## config.mk

```make
export PLATFORM = sky130hd
export DESIGN_NAME = bram_arbiter_flat
export DESIGN_NICKNAME = d
export VERILOG_FILES = /design/src/rtl/bram_arbiter_if.sv /design/src/rtl/bram_arbiter.sv /design/src/flat_wrapper.sv
export SDC_FILE = /design/constraint.sdc
export NUM_CORES = 1
export LEC_CHECK = 0
export BUFFER_PORTS_ARGS = -buffer_cell sky130_fd_sc_hd__buf_2
export CORE_MARGIN = 2
export CORE_UTILIZATION = 48
export CTS_CLUSTER_SIZE = 28
export DETAILED_ROUTE_END_ITERATION = 8
export PLACE_DENSITY = 0.88
export SYNTH_ARGS = -nofsm -noshare
export SYNTH_HDL_FRONTEND = slang
export SYNTH_SLANG_ARGS = --single-unit
```

## constraint.sdc

```tcl
create_clock -name clk -period 2.8 [get_ports clk]
set_clock_uncertainty 0.05 [all_clocks]
set_input_delay 0.42 -clock clk [delete_from_list [all_inputs] [get_ports clk]]
set_output_delay 0.42 -clock clk [all_outputs]
set_load 0.01 [all_outputs]
```

## src/rtl/bram_arbiter_if.sv

```systemverilog
// rtl/bram_arbiter_if.sv - requester and RAM bus bundle for the BRAM arbiter
// Purpose: groups the instruction port, data port and byte-enabled RAM signals.
// Ports (modports):
//   slave  - arbiter side: takes requests and ram_data_out; drives acks, read data, RAM controls.
//   master - requester/RAM side: the mirror image of slave.
interface bram_arbiter_if #(
  parameter int ADDRESS_BITWIDTH = 16
);
  logic                        i_req;
  logic [ADDRESS_BITWIDTH+1:0] i_addr;
  logic                        i_ack;
  logic [31:0]                 i_rdata;

  logic                        d_req;
  logic                        d_we;
  logic [1:0]                  d_size;
  logic                        d_signed;
  logic [ADDRESS_BITWIDTH+1:0] d_addr;
  logic [31:0]                 d_wdata;
  logic                        d_ack;
  logic [31:0]                 d_rdata;
  logic                        d_err;

  logic [3:0]                  ram_write_enable;
  logic [ADDRESS_BITWIDTH-1:0] ram_address;
  logic [31:0]                 ram_data_in;
  logic [31:0]                 ram_data_out;

  modport slave (
    input  i_req, i_addr, d_req, d_we, d_size, d_signed, d_addr, d_wdata, ram_data_out,
    output i_ack, i_rdata, d_ack, d_rdata, d_err, ram_write_enable, ram_address, ram_data_in
  );

  modport master (
    output i_req, i_addr, d_req, d_we, d_size, d_signed, d_addr, d_wdata, ram_data_out,
    input  i_ack, i_rdata, d_ack, d_rdata, d_err, ram_write_enable, ram_address, ram_data_in
  );
endinterface

```

## src/rtl/bram_arbiter.sv

```systemverilog
// rtl/bram_arbiter.sv - two-port (instruction/data) arbiter onto one byte-enabled BRAM
// Purpose: grants one requester per two-cycle slot (IDLE grant, ACK completion), steers
//          address/write data/byte enables to the RAM and returns registered read data.
// Ports:
//   clk  - single clock, rising edge.
//   rst  - synchronous active-high reset.
//   bus  - bram_arbiter_if.slave: instruction port, data port and RAM signals.
module bram_arbiter #(
  parameter int ADDRESS_BITWIDTH = 16
) (
  input  logic                clk,
  input  logic                rst,
  bram_arbiter_if.slave       bus
);
  localparam int AW = ADDRESS_BITWIDTH;

  typedef enum logic {IDLE, ACK} state_t;
  localparam logic PORT_I = 1'b0;
  localparam logic PORT_D = 1'b1;

  state_t      state_q, state_d;
  logic        last_grant_q, last_grant_d;
  logic        ack_port_q, ack_port_d;
  logic        err_q, err_d;
  logic [31:0] i_rdata_q, i_rdata_d;
  logic [31:0] d_rdata_q, d_rdata_d;

  logic        grant_i, grant_d;
  logic        misaligned;
  logic [3:0]  byte_en;
  logic [4:0]  lane_shift;
  logic [31:0] lane_word;
  logic [31:0] read_ext;
  logic        ack_live;

  // The instruction port's byte offset is meaningless for word fetches.
  logic        unused_i_addr_bits;
  assign unused_i_addr_bits = ^bus.i_addr[1:0];

  always_comb begin
    grant_i = 1'b0;
    grant_d = 1'b0;
    if (state_q == IDLE) begin
      if (bus.i_req && bus.d_req) begin
        // Conflict: the port that did not win last time goes now.
        if (last_grant_q == PORT_D) grant_i = 1'b1;
        else                        grant_d = 1'b1;
      end else if (bus.i_req) begin
        grant_i = 1'b1;
      end else if (bus.d_req) begin
        grant_d = 1'b1;
      end
    end
  end

  // Lane selection shared by write steering and read extraction.
  always_comb begin
    misaligned = 1'b0;
    byte_en    = 4'b1111;
    lane_shift = 5'd0;
    case (bus.d_size)
      2'b00: begin
        byte_en    = 4'b0001 << bus.d_addr[1:0];
        lane_shift = {bus.d_addr[1:0], 3'b000};
      end
      2'b01: begin
        misaligned = bus.d_addr[0];
        byte_en    = 4'b0011 << {bus.d_addr[1], 1'b0};
        lane_shift = {bus.d_addr[1], 4'b0000};
      end
      default: begin
        misaligned = (bus.d_addr[1:0] != 2'b00);
      end
    endcase
  end

  always_comb begin
    lane_word = bus.ram_data_out >> lane_shift;
    case (bus.d_size)
      2'b00:   read_ext = {{24{bus.d_signed & lane_word[7]}}, lane_word[7:0]};
      2'b01:   read_ext = {{16{bus.d_signed & lane_word[15]}}, lane_word[15:0]};
      default: read_ext = lane_word;
    endcase
  end

  always_comb begin
    bus.ram_address      = grant_d ? bus.d_addr[AW+1:2] : bus.i_addr[AW+1:2];
    bus.ram_data_in      = bus.d_wdata << lane_shift;
    bus.ram_write_enable = (grant_d && bus.d_we && !misaligned && !rst) ? byte_en : 4'b0000;
  end

  always_comb begin
    state_d      = state_q;
    last_grant_d = last_grant_q;
    ack_port_d   = ack_port_q;
    err_d        = err_q;
    i_rdata_d    = i_rdata_q;
    d_rdata_d    = d_rdata_q;
    case (state_q)
      IDLE: begin
        if (grant_i) begin
          state_d      = ACK;
          last_grant_d = PORT_I;
          ack_port_d   = PORT_I;
          i_rdata_d    = bus.ram_data_out;
        end else if (grant_d) begin
          state_d      = ACK;
          last_grant_d = PORT_D;
          ack_port_d   = PORT_D;
          err_d        = misaligned;
          d_rdata_d    = misaligned ? 32'd0 : read_ext;
        end
      end
      default: state_d = IDLE;
    endcase
  end

  always_ff @(posedge clk) begin
    if (rst) begin
      state_q      <= IDLE;
      last_grant_q <= PORT_D;
      ack_port_q   <= PORT_I;
      err_q        <= 1'b0;
      i_rdata_q    <= 32'd0;
      d_rdata_q    <= 32'd0;
    end else begin
      state_q      <= state_d;
      last_grant_q <= last_grant_d;
      ack_port_q   <= ack_port_d;
      err_q        <= err_d;
      i_rdata_q    <= i_rdata_d;
      d_rdata_q    <= d_rdata_d;
    end
  end

  // Gating with rst lets a reset landing in the ACK cycle swallow the ack.
  assign ack_live    = (state_q == ACK) && !rst;
  assign bus.i_ack   = ack_live && (ack_port_q == PORT_I);
  assign bus.d_ack   = ack_live && (ack_port_q == PORT_D);
  assign bus.d_err   = bus.d_ack && err_q;
  assign bus.i_rdata = i_rdata_q;
  assign bus.d_rdata = d_rdata_q;
endmodule

```

## src/flat_wrapper.sv

```systemverilog
// flat-port wrapper written by rule: the top's interface ports become plain ports
module bram_arbiter_flat 
#(
  parameter int ADDRESS_BITWIDTH = 16
)
  (clk, rst, bus_i_req, bus_i_addr, bus_d_req, bus_d_we, bus_d_size, bus_d_signed, bus_d_addr, bus_d_wdata, bus_ram_data_out, bus_i_ack, bus_i_rdata, bus_d_ack, bus_d_rdata, bus_d_err, bus_ram_write_enable, bus_ram_address, bus_ram_data_in);
  bram_arbiter_if #(.ADDRESS_BITWIDTH(ADDRESS_BITWIDTH)) bus_i ();
  input  logic clk;
  input  logic rst;
  input wire logic [$bits(bus_i.i_req)-1:0] bus_i_req;
  input wire logic [$bits(bus_i.i_addr)-1:0] bus_i_addr;
  input wire logic [$bits(bus_i.d_req)-1:0] bus_d_req;
  input wire logic [$bits(bus_i.d_we)-1:0] bus_d_we;
  input wire logic [$bits(bus_i.d_size)-1:0] bus_d_size;
  input wire logic [$bits(bus_i.d_signed)-1:0] bus_d_signed;
  input wire logic [$bits(bus_i.d_addr)-1:0] bus_d_addr;
  input wire logic [$bits(bus_i.d_wdata)-1:0] bus_d_wdata;
  input wire logic [$bits(bus_i.ram_data_out)-1:0] bus_ram_data_out;
  output wire logic [$bits(bus_i.i_ack)-1:0] bus_i_ack;
  output wire logic [$bits(bus_i.i_rdata)-1:0] bus_i_rdata;
  output wire logic [$bits(bus_i.d_ack)-1:0] bus_d_ack;
  output wire logic [$bits(bus_i.d_rdata)-1:0] bus_d_rdata;
  output wire logic [$bits(bus_i.d_err)-1:0] bus_d_err;
  output wire logic [$bits(bus_i.ram_write_enable)-1:0] bus_ram_write_enable;
  output wire logic [$bits(bus_i.ram_address)-1:0] bus_ram_address;
  output wire logic [$bits(bus_i.ram_data_in)-1:0] bus_ram_data_in;
  assign bus_i.i_req = bus_i_req;
  assign bus_i.i_addr = bus_i_addr;
  assign bus_i.d_req = bus_d_req;
  assign bus_i.d_we = bus_d_we;
  assign bus_i.d_size = bus_d_size;
  assign bus_i.d_signed = bus_d_signed;
  assign bus_i.d_addr = bus_d_addr;
  assign bus_i.d_wdata = bus_d_wdata;
  assign bus_i.ram_data_out = bus_ram_data_out;
  assign bus_i_ack = bus_i.i_ack;
  assign bus_i_rdata = bus_i.i_rdata;
  assign bus_d_ack = bus_i.d_ack;
  assign bus_d_rdata = bus_i.d_rdata;
  assign bus_d_err = bus_i.d_err;
  assign bus_ram_write_enable = bus_i.ram_write_enable;
  assign bus_ram_address = bus_i.ram_address;
  assign bus_ram_data_in = bus_i.ram_data_in;
  bram_arbiter #(.ADDRESS_BITWIDTH(ADDRESS_BITWIDTH)) u_core (.clk(clk), .rst(rst), .bus(bus_i));
endmodule
```

# Word-level counts from Yosys, hierarchy flattened
# Cells that the tools add are included.
dict set report totals {
  regBits 68
  latchBits 0
  mem_bits_rw 0
  rom_bits 0
  output_inout_bits 119
  memories 0
}
dict set report op_classes {
  addsub 0
  multipliers 0
  div 0
  order_cmp 0
  n_eq_ne 1
  shifts 4
  n_mux 20
  bitwise 5
  n_reduce_logical 17
}
# op n
set op_table {}
lappend op_table {{$pmux W32 S2} 1}
lappend op_table {{$mux W32} 1}
lappend op_table {{$shl A32 B5 Y32} 1}
lappend op_table {{$shr A32 B5 Y32} 1}
lappend op_table {{$mux W16} 1}
lappend op_table {{$mux W1} 13}
lappend op_table {{$pmux W5 S2} 1}
lappend op_table {{$logic_and A1 B1 Y1} 8}
lappend op_table {{$pmux W4 S2} 1}
lappend op_table {{$mux W4} 1}
lappend op_table {{$reduce_and A2 Y1} 2}
lappend op_table {{$reduce_bool A2 Y1} 2}
lappend op_table {{$shl A1 B2 Y4 const A} 1}
lappend op_table {{$shl A2 B2 Y4 const A} 1}
lappend op_table {{$not A1 Y1} 3}
lappend op_table {{$reduce_and A3 Y1} 1}
lappend op_table {{$and A1 B1 Y1} 2}
lappend op_table {{$eq A2 B1 Y1 const B} 1}
lappend op_table {{$logic_not A1 Y1} 2}
lappend op_table {{$logic_not A2 Y1} 1}
lappend op_table {{$pmux W1 S2} 1}
lappend op_table {{$reduce_or A2 Y1} 1}

# Logic depth before layout (Yosys ltp)
# Gate-level depths: netlist (run 1).
dict set report depth {
  depth_word 8
  mapped_depth 7
  depth_no_buf 4
}

# Least setup slack after synthesis (run 1)
# OpenSTA, ideal clock, no wires.
dict set report synth_timing {
  path_type {input to output}
  start {input port bus_d_size[0]}
  end {output port bus_ram_write_enable[1]}
  arrival_time_ps 1600
  t_required_ps 2330
  slack_ps 730
  path_stages 5
  n_path_buf 3
  path_cell_list {buf_2 or3b_1 buf_6 clkbuf_1 a211oi_1}
}
dict set report synth_between {
  elab_chain_len 6
}
# element line_no
set synth_rtl {}
lappend synth_rtl {{start: declaration} flat_wrapper.sv:14} ;# input wire logic [$bits(bus_i.d_size)-1:0] bus_d_size;
lappend synth_rtl {{$eq A2 B1 Y1 / $logic_not A2 Y1 (equally long branches)} bram_arbiter.sv:61} ;# case (bus.d_size)
lappend synth_rtl {{$pmux W1 S2} bram_arbiter.sv:61}
lappend synth_rtl {{$logic_not A1 Y1} bram_arbiter.sv:89} ;# bus.ram_write_enable = (grant_d && bus.d_we && !misaligned && !rst) ? byte_en : 4'b0000;
lappend synth_rtl {{$logic_and A1 B1 Y1 (2 in series)} bram_arbiter.sv:89}
lappend synth_rtl {{$mux W4 *} bram_arbiter.sv:89}
lappend synth_rtl {{end: declaration} flat_wrapper.sv:24} ;# output wire logic [$bits(bus_i.ram_write_enable)-1:0] bus_ram_write_enable;
# Mark *: on every way between the ends. The rest lies on a longest branch, timed or not.

# Worst setup path in the final report (run 1)
dict set report layout_timing {
  start {register u_core.state_q}
  end {output port bus_ram_write_enable[1]}
}
dict set report layout_between {
  elab_chain_len 5
}
# element line_no
set layout_rtl {}
lappend layout_rtl {{start: declaration} bram_arbiter.sv:21} ;# state_t state_q, state_d;
lappend layout_rtl {{start signal: assignment} bram_arbiter.sv:127} ;# state_q <= state_d;
lappend layout_rtl {{$mux W1} bram_arbiter.sv:43} ;# if (state_q == IDLE) begin
lappend layout_rtl {{$logic_and A1 B1 Y1 (3 in series)} bram_arbiter.sv:89}
lappend layout_rtl {{$mux W4} bram_arbiter.sv:89}
# Every way passes these cells.

==> impl_metrics.py, run 1 <==
metrics = {
    "global_route": {
        "grt_pass1_wl_mm": 21.1,
        "grt_pass1_vias": 4345,
        "grt_overflow": 0,
        "track_usage": 0.305,
        "grt_max_degree": 54,
        "grt_antenna_before_repair": 1,
    },
    "die": {
        "initial_utilization": 0.497,
        "num_rows": 32,
        "die_h_um": 93.5,
        "design.core.area_mm2": 0.00773,
        "io-pin-count": 227,
        "die_w_um": 93.5,
        "die-area_mm2": 0.00873,
    },
    "clocking": {
        "clock_latency_ns": 0.34,
        "clock-sinks": 68,
        "tritoncts": "built",
        "root_buffer": "clkbuf_8",
        "h-tree-depth": 3,
        "clk_pin_slew_ns": 0.08,
        "postCtsResizedCells": 0,
        "cts_buffers": 9,
        "cts_hold_buffers": 0,
        "post-cts-setup-buffers": 0,
        "clk_path_buf_depth": 2,
    },
    "synthesis": {
        "synth.yosys.warnings": 0,
        "synth_cell_types": 60,
        "ys.flop_type": "dfxtp_1",
        "postSynthRegisterBits": 68,
        "synth_mux_area_frac": 0.0788,
        "synth_compound_area_frac": 0.241,
        "synthArstFlopShare": 0,
        "synth_area_per_cell_um2": 8.04,
        "synth_xor_area_frac": 0.00456,
        "synth-edff-count": 0,
        "ys_seq_area_frac": 0.354,
        "synth_top_family_by_area": "simple AND/OR/NAND/NOR gates",
        "synthCells": 478,
        "synth-adder-area-share": 0,
        "synth_area_mm2": 0.00384,
        "yosys.area_share.simple": 0.259,
        "synth_fp_nets": 586,
    },
    "final_layout": {
        "seq_area_mm2": 0.00136,
        "finalInstanceArea_mm2": 0.00520,
        "layout-drive-gt1-share": 0.410,
        "finalNetCount": 796,
        "mostFrequentLayoutCells": "buf_2 (224), nand2_1 (146), dfxtp_1 (68)",
        "fin_util": 0.673,
        "multi_input_area_mm2": 0.00225,
        "final_common_cell": "buf_2",
        "nFillCells": 626,
        "final_cells": 796,
        "syn2layout_area_growth_pct": 35.4,
    },
    "critical_path": {
        "rrSetupSlack_ns": 0.91,
        "crit_start": "u_core.state_q",
        "worstSetupStartpointType": "register",
        "crit_path_max_incr_delay_ns": 0.46,
        "crit_buf_inv": 1,
        "crit_path_end": "bus_ram_write_enable[1]",
        "crit_family": "simple AND/OR/NAND/NOR gates",
        "cp.required_ns": 2.33,
        "rr_endpoint": "u_core.bus.d_rdata[10]",
        "cp_num_cells": 5,
        "rr_startpoint": "u_core.state_q",
        "slowest_stage": "nor2_4",
        "end_kind": "primary output",
        "cp_cell_sequence": "nand2b_1 > nor2_4 > nand3_1 > a211oi_1 > buf_2",
        "r2r_cells": 5,
        "path_class": "register to primary output",
        "critPathArrivalTime_ns": 2.01,
        "worstPathMaxFanout": 19,
    },
    "pwr": {
        "finalPower_mw": 2.52,
        "leakage_nw": 2.60,
        "p_per_area_mw_per_mm2": 484,
        "peakVddDrop_mv": 0.379,
    },
    "sta": {
        "post-route-period-util": 0.885,
        "tightestPinTransition_ns": 0.736,
        "whs_ns": 0.278,
        "hold_violations": 0,
        "max_freq_ghz": 0.404,
        "setup_slack_ns": 0.322,
        "drv_slew": 0,
        "finalSetupViolCount": 0,
        "relSlewSlack": 0.509,
        "setup-tns-final_ns": 0,
        "fin_crit_ns": 2.48,
        "rsz0062_at_grt": "no",
    },
    "run_status": {
        "status": "finished, final reports clean",
    },
    "route": {
        "drt-wirelength-per-cell_um": 17.1,
        "drt_first_iter_violations": 461,
        "antenna_left": 0,
        "totalWireLength_mm": 13.6,
        "via_count": 4490,
        "dr.pass1.iters": 6,
        "via_per_inst": 5.64,
        "drc": 0,
    },
    "flow_run": {
        "drv_cap": 0,
    },
    "placed_design": {
        "gp_congestion": 0.905,
        "post-place-ws_ns": 0.436,
        "dpl_cell_area_mm2": 0.00500,
        "dp_hpwl_mm": 10.1,
        "port_buffers": 224,
        "placed_cells": 779,
    },
    "hold_path": {
        "hold_depth": 3,
        "min_path_type": "primary input to register",
    },
}
-- layer usage --
| layer | vias to the layer above | wire length (um) | GRT usage |
|---|---|---|---|
| li1 | 2111 | - | - |
| met1 | 2063 | 5030 | 0.342 |
| met2 | 270 | 6740 | 0.540 |
| met3 | 46 | 1460 | 0.0886 |
| met4 | 0 | 419 | 0.118 |
| met5 | - | 0 | 0 |
-- cells in the mapped netlist, types with 4 or more instances --
cell type | n | area share
o22ai_1 | 6 | 0.0098
dfxtp_1 | 68 | 0.35
and3_1 | 17 | 0.028
buf_6 | 6 | 0.018
nor2_1 | 11 | 0.011
buf_2 | 9 | 0.012
and2_1 | 4 | 0.0065
mux2i_1 | 19 | 0.050
o22ai_2 | 10 | 0.033
nand2b_1 | 8 | 0.013
o21ai_0 | 10 | 0.013
a221o_1 | 7 | 0.018
a21oi_1 | 46 | 0.060
a22o_1 | 14 | 0.032
clkbuf_1 | 20 | 0.020
nand2_1 | 146 | 0.14
a22oi_1 | 16 | 0.031
-- how the worst min path moves through the flow --
stage                                      start                endpoint  slack [ns]
final                        bus_ram_data_out[6]   u_core.bus.i_rdata[6]        0.28
after global routing         bus_ram_data_out[2]   u_core.bus.i_rdata[2]        0.28
after CTS                    bus_ram_data_out[6]   u_core.bus.i_rdata[6]        0.27
after detailed placement   u_core.bus.i_rdata[6]   u_core.bus.i_rdata[6]        0.40
after global placement    u_core.bus.i_rdata[18]  u_core.bus.i_rdata[18]        0.39
after floorplan                     u_core.err_q            u_core.err_q        0.38
-- state kept, by name (all words and copies together) (netlist names) --
register,flops
u_core.err_q,1
u_core.bus.d_rdata,32
u_core.state_q,1
u_core.ack_port_q,1
u_core.bus.i_rdata,32
u_core.last_grant_q,1
-- cell type report --
type / count / area share
Inverter: 4 / 0.00289
Clock buffer: 9 / 0.0238
Multi-Input combinational cell: 365 / 0.433
Clock inverter: 7 / 0.0147
Timing Repair Buffer: 240 / 0.239
Sequential cell: 68 / 0.262
Antenna cell: 1 / 0.000481
Tap cell: 102 / 0.0245
-- worst reg2reg max path, stage by stage, from the launching register on --
cell      delay [ns]
dfxtp_1         0.34
nand2b_1        0.27
nor2_4          0.46
nor2_1          0.08
buf_4           0.21
a221o_1         0.37
-- cells by family (layout without fill, tap and decap cells) --
family | Yosys count | count (layout)
other cells | 0 | 1
flops | 68 | 68
compound gates | 128 | 128
buf+inv | 45 | 260
xor+xnor | 2 | 2
mux | 24 | 24
simple gates | 211 | 211
-- power by group --
group	internal, mW	switching (mW)	total, mW
Clock	0.415	0.399	0.814
Sequential	1.02	0.0293	1.05
Combinational	0.269	0.384	0.653
Total	1.70	0.812	2.52
Power figures use the tool's default switching activity.
==> inputs of run 2 (changes only) <==
- MAX_ROUTING_LAYER: default -> met4
==> run 2 against run 1 <==
  * Critical path depth unchanged
  * Sequential share of layout area fell by 0.14 points
  * Die area stayed put
  * Clock-buffer cell count up 3
  * Final area grew 0.53%
  * Register-to-register slack about the same
  * Clock power up 4.8%
  * Maximum frequency up 0.51%
  * Critical path type unchanged
  * Largest cell class unchanged
  * Highest routed layer unchanged
==> impl_metrics.py, run 2 (synthesis gave the netlist of run 1 again) <==
metrics = {
    "die": {
        "die_w_um": 93.5,
        "die_h_um": 93.5,
        "design.core.area_mm2": 0.00773,
        "io-pin-count": 227,
        "num_rows": 32,
        "initial_utilization": 0.497,
        "die-area_mm2": 0.00873,
    },
    "clocking": {
        "h-tree-depth": 3,
        "postCtsResizedCells": 0,
        "clk_pin_slew_ns": 0.07,
        "clock-sinks": 68,
        "post-cts-setup-buffers": 0,
        "clock_latency_ns": 0.34,
        "tritoncts": "built",
        "cts_buffers": 9,
        "cts_hold_buffers": 0,
        "clk_path_buf_depth": 2,
        "root_buffer": "clkbuf_8",
    },
    "critical_path": {
        "crit_path_max_incr_delay_ns": 0.43,
        "cp_cell_sequence": "nand2b_1 > nor2_4 > nand3_1 > a211oi_1 > buf_2",
        "critPathArrivalTime_ns": 2.00,
        "worstSetupStartpointType": "register",
        "path_class": "register to primary output",
        "slowest_stage": "nor2_4",
        "crit_family": "simple AND/OR/NAND/NOR gates",
        "end_kind": "primary output",
        "worstPathMaxFanout": 19,
        "cp.required_ns": 2.33,
        "crit_buf_inv": 1,
    },
    "placed_design": {
        "gp_congestion": 0.915,
        "port_buffers": 224,
        "dp_hpwl_mm": 10.3,
        "dpl_cell_area_mm2": 0.00501,
    },
    "route": {
        "drt_first_iter_violations": 408,
        "drt-wirelength-per-cell_um": 17.4,
        "drc": 0,
        "via_per_inst": 5.67,
        "dr.pass1.iters": 6,
        "via_count": 4516,
        "totalWireLength_mm": 13.8,
        "antenna_left": 0,
    },
    "global_route": {
        "track_usage": 0.320,
        "grt_overflow": 0,
        "grt_max_degree": 54,
        "grt_pass1_vias": 4446,
        "grt_antenna_before_repair": 2,
        "grt_pass1_wl_mm": 21.6,
    },
    "sta": {
        "max_freq_ghz": 0.406,
        "fin_crit_ns": 2.47,
        "relSlewSlack": 0.477,
        "drv_slew": 0,
        "hold_violations": 0,
        "rsz0062_at_grt": "no",
        "post-route-period-util": 0.880,
        "setup-tns-final_ns": 0,
        "tightestPinTransition_ns": 0.785,
        "finalSetupViolCount": 0,
    },
    "final_layout": {
        "finalNetCount": 796,
        "layout-drive-gt1-share": 0.409,
        "final_common_cell": "buf_2",
        "mostFrequentLayoutCells": "buf_2 (224), nand2_1 (146), dfxtp_1 (68)",
        "syn2layout_area_growth_pct": 36.1,
        "finalInstanceArea_mm2": 0.00523,
    },
    "pwr": {
        "leakage_nw": 2.61,
        "p_per_area_mw_per_mm2": 490,
        "peakVddDrop_mv": 0.432,
    },
    "hold_path": {
        "min_path_type": "primary input to register",
    },
    "flow_run": {
        "drv_cap": 0,
    },
    "run_status": {
        "status": "finished, final reports clean",
    },
}
-- run 2: cell types whose count changed in the layout (fill, tap and decap cells not counted), sizes merged --
cell	previous run	this run
clkinv	3	0
diode	1	3
inv	5	4
clkbuf	9	12
-- run 2: worst paths after layout --
| path | start | endpoint | slack, ns | depth (start not counted) |
|---|---|---|---|---|
| hold / removal | bus_ram_data_out[9] | u_core.bus.i_rdata[9] | 0.29 | 3 |
| setup / recovery | u_core.state_q | bus_ram_write_enable[1] | 0.33 | 5 |
| setup reg to reg | u_core.state_q | u_core.bus.d_rdata[9] | 0.92 | 5 |
| hold reg to reg | u_core.bus.i_rdata[3] | u_core.bus.i_rdata[3] | 0.40 | 2 |
-- run 2: where the power goes --
part           total, mW  internal [mW]  switching [mW]
combinational      0.659          0.272           0.386
clock              0.853          0.480           0.374
sequential          1.05           1.02          0.0294
total               2.56           1.77           0.789
-- run 2: worst reg2reg max path: stages, from the launching register on --
cell and delay [ns]:
dfxtp_1 0.34, nand2b_1 0.28, nor2_4 0.44, nor2_1 0.08
buf_4 0.21, a221o_1 0.37
-- run 2: final cells by class --
type / instances / area, um^2
inverters: 4 / 15.0
repair buffers: 240 / 1250
clock inverters: 3 / 45.0
clock buffers: 12 / 165
fillers: 609 / 2500
diodes: 3 / 7.51
flip-flops and latches: 68 / 1360
multi-input cells: 365 / 2250
well taps: 102 / 128
-- run 2: metal layers --
layer	global-route usage	part of all wire	vias up
li1	-	-	2109
met1	0.354	0.37	2091
met2	0.553	0.50	268
met3	0.0685	0.11	48
met4	0.142	0.032	0
met5	-	0	-
-- run 2: stage by stage --
stage / util / cells / total power [mW] / hold WS (ns) / worst slack (ns)
final: 0.677 / 797 / 2.56 / 0.286 / 0.335
after global placement: 0.648 / 779 / 1.70 / 0.390 / 0.489
after global routing: 0.676 / 796 / 2.66 / 0.291 / 0.148
after CTS: 0.676 / 794 / 2.56 / 0.273 / 0.277
after floorplan: - / 478 / 1.43 / 0.382 / 0.730
after detailed placement: 0.648 / 779 / 1.72 / 0.395 / 0.442
==> inputs of run 3 (changes only) <==
- BUFFER_PORTS_ARGS: -buffer_cell sky130_fd_sc_hd__buf_2 -> -buffer_cell sky130_fd_sc_hd__buf_4
==> run 3 against run 2 <==
  * Global-route usage up 1.7 points
  * Clock-buffer cell count down 2
  * Critical path type is now primary input to primary output
  * Die area stayed put
  * Core utilization grew 7.2 points
  * Maximum frequency grew 1.6%
  * Via count increased by 0.38%
  * Largest power group unchanged
  * Clock power grew 16%
  * Cell count fell by 0.50%
==> impl_metrics.py, run 3 (synthesis gave the netlist of run 1 again) <==
metrics = {
    "critical_path": {
        "path_class": "primary input to primary output",
        "end_kind": "primary output",
        "r2r_cells": 5,
        "worstSetupStartpointType": "primary input",
        "critPathArrivalTime_ns": 1.96,
        "cp.required_ns": 2.33,
        "worstPathMaxFanout": 14,
    },
    "final_layout": {
        "n_antenna_cell": 0,
        "final_common_cell": "buf_4",
        "layout-drive-gt1-share": 0.407,
        "final_cells": 793,
        "syn2layout_area_growth_pct": 50.6,
        "finalNetCount": 794,
        "mostFrequentLayoutCells": "buf_4 (238), nand2_1 (146), dfxtp_1 (68)",
    },
    "clocking": {
        "h-tree-depth": 3,
        "clk_path_buf_depth": 2,
        "clock_latency_ns": 0.35,
        "cts_hold_buffers": 0,
        "clock-sinks": 68,
        "post-cts-setup-buffers": 0,
        "root_buffer": "clkbuf_8",
        "cts_buffers": 9,
        "clk_pin_slew_ns": 0.08,
        "postCtsResizedCells": 0,
        "tritoncts": "built",
    },
    "global_route": {
        "grt_overflow": 0,
        "track_usage": 0.337,
        "grt_antenna_before_repair": 0,
        "grt_pass1_wl_mm": 22.3,
        "grt_pass1_vias": 4502,
        "grt_max_degree": 54,
    },
    "placed_design": {
        "dp_hpwl_mm": 10.8,
        "port_buffers": 224,
        "gp_congestion": 0.912,
        "placed_cells": 777,
    },
    "sta": {
        "relSlewSlack": 0.483,
        "drv_slew": 0,
        "rsz0062_at_grt": "no",
        "fin_crit_ns": 2.43,
        "whs_ns": 0.267,
        "tightestPinTransition_ns": 0.775,
        "post-route-period-util": 0.867,
        "finalSetupViolCount": 0,
        "max_freq_ghz": 0.412,
        "hold_violations": 0,
        "setup-tns-final_ns": 0,
    },
    "pwr": {
        "peakVddDrop_mv": 0.480,
        "p_per_area_mw_per_mm2": 485,
        "leakage_nw": 2.74,
    },
    "die": {
        "num_rows": 32,
        "die-area_mm2": 0.00873,
        "die_h_um": 93.5,
        "io-pin-count": 227,
        "die_w_um": 93.5,
        "design.core.area_mm2": 0.00773,
        "initial_utilization": 0.497,
    },
    "route": {
        "antenna_left": 0,
        "drt_first_iter_violations": 324,
        "dr.pass1.iters": 5,
        "via_count": 4533,
        "totalWireLength_mm": 14.6,
        "drt-wirelength-per-cell_um": 18.5,
        "via_per_inst": 5.72,
        "drc": 0,
    },
    "flow_run": {
        "drv_cap": 0,
    },
    "run_status": {
        "status": "finished, final reports clean",
    },
    "hold_path": {
        "hold_depth": 3,
        "min_path_type": "primary input to register",
    },
}
==> run 3: cell types whose count changed in the layout (fill, tap and decap cells not counted), sizes merged <==
cell	previous run	this run
clkinv	0	3
buf	240	238
bufinv	1	3
diode	3	0
clkbuf	12	10
clkinvlp	2	0
==> run 3: final cells by class <==
| type | count | area (um^2) |
|---|---|---|
| multi-input combinational | 365 | 2250 |
| fill | 537 | 1940 |
| timing repair buffer | 238 | 1790 |
| sequential | 68 | 1360 |
| clock buffer | 10 | 128 |
| tap | 102 | 128 |
| clock inverter | 6 | 113 |
| inverter | 4 | 15.0 |
==> run 3: path summary, 6_finish.rpt <==
path / from / end / slack (ns)
setup / recovery: bus_d_size[0] / bus_ram_data_in[20] / 0.37
hold reg to reg: u_core.bus.i_rdata[7] / u_core.bus.i_rdata[7] / 0.41
setup reg to reg: u_core.state_q / u_core.bus.d_rdata[23] / 0.78
hold / removal: bus_ram_data_out[4] / u_core.bus.i_rdata[4] / 0.27
==> run 3: critical path, stage by stage <==
cell and delay [ns]:
buf_4 0.17, or3b_1 0.59, nor2_2 0.37, nand2_1 0.11, o21ai_0 0.12, buf_4 0.17
==> run 3: routing by layer <==
| layer | vias up | global-route usage | wire, um |
|---|---|---|---|
| li1 | 2111 | - | - |
| met1 | 2116 | 0.359 | 5360 |
| met2 | 271 | 0.595 | 7380 |
| met3 | 35 | 0.0838 | 1460 |
| met4 | 0 | 0.141 | 451 |
| met5 | - | - | 0 |
==> run 3: report_power, final <==
part | leakage (nW) | switching [mW] | internal, mW
clock | 0.120 | 0.396 | 0.593
combinational | 2.07 | 0.395 | 0.368
sequential | 0.555 | 0.0325 | 1.02
==> run 3: per-stage QoR <==
stage	utilization	cell area [um^2]	setup slack (ns)	power, mW
2_1_floorplan	-	3840	0.730	1.43
3_3_place_gp	0.717	5540	0.416	1.80
3_5_place_dp	0.717	5540	0.384	1.82
4_1_cts	0.749	5780	0.391	2.80
5_1_grt	0.749	5780	0.257	2.91
6_report	0.749	5780	0.373	2.80
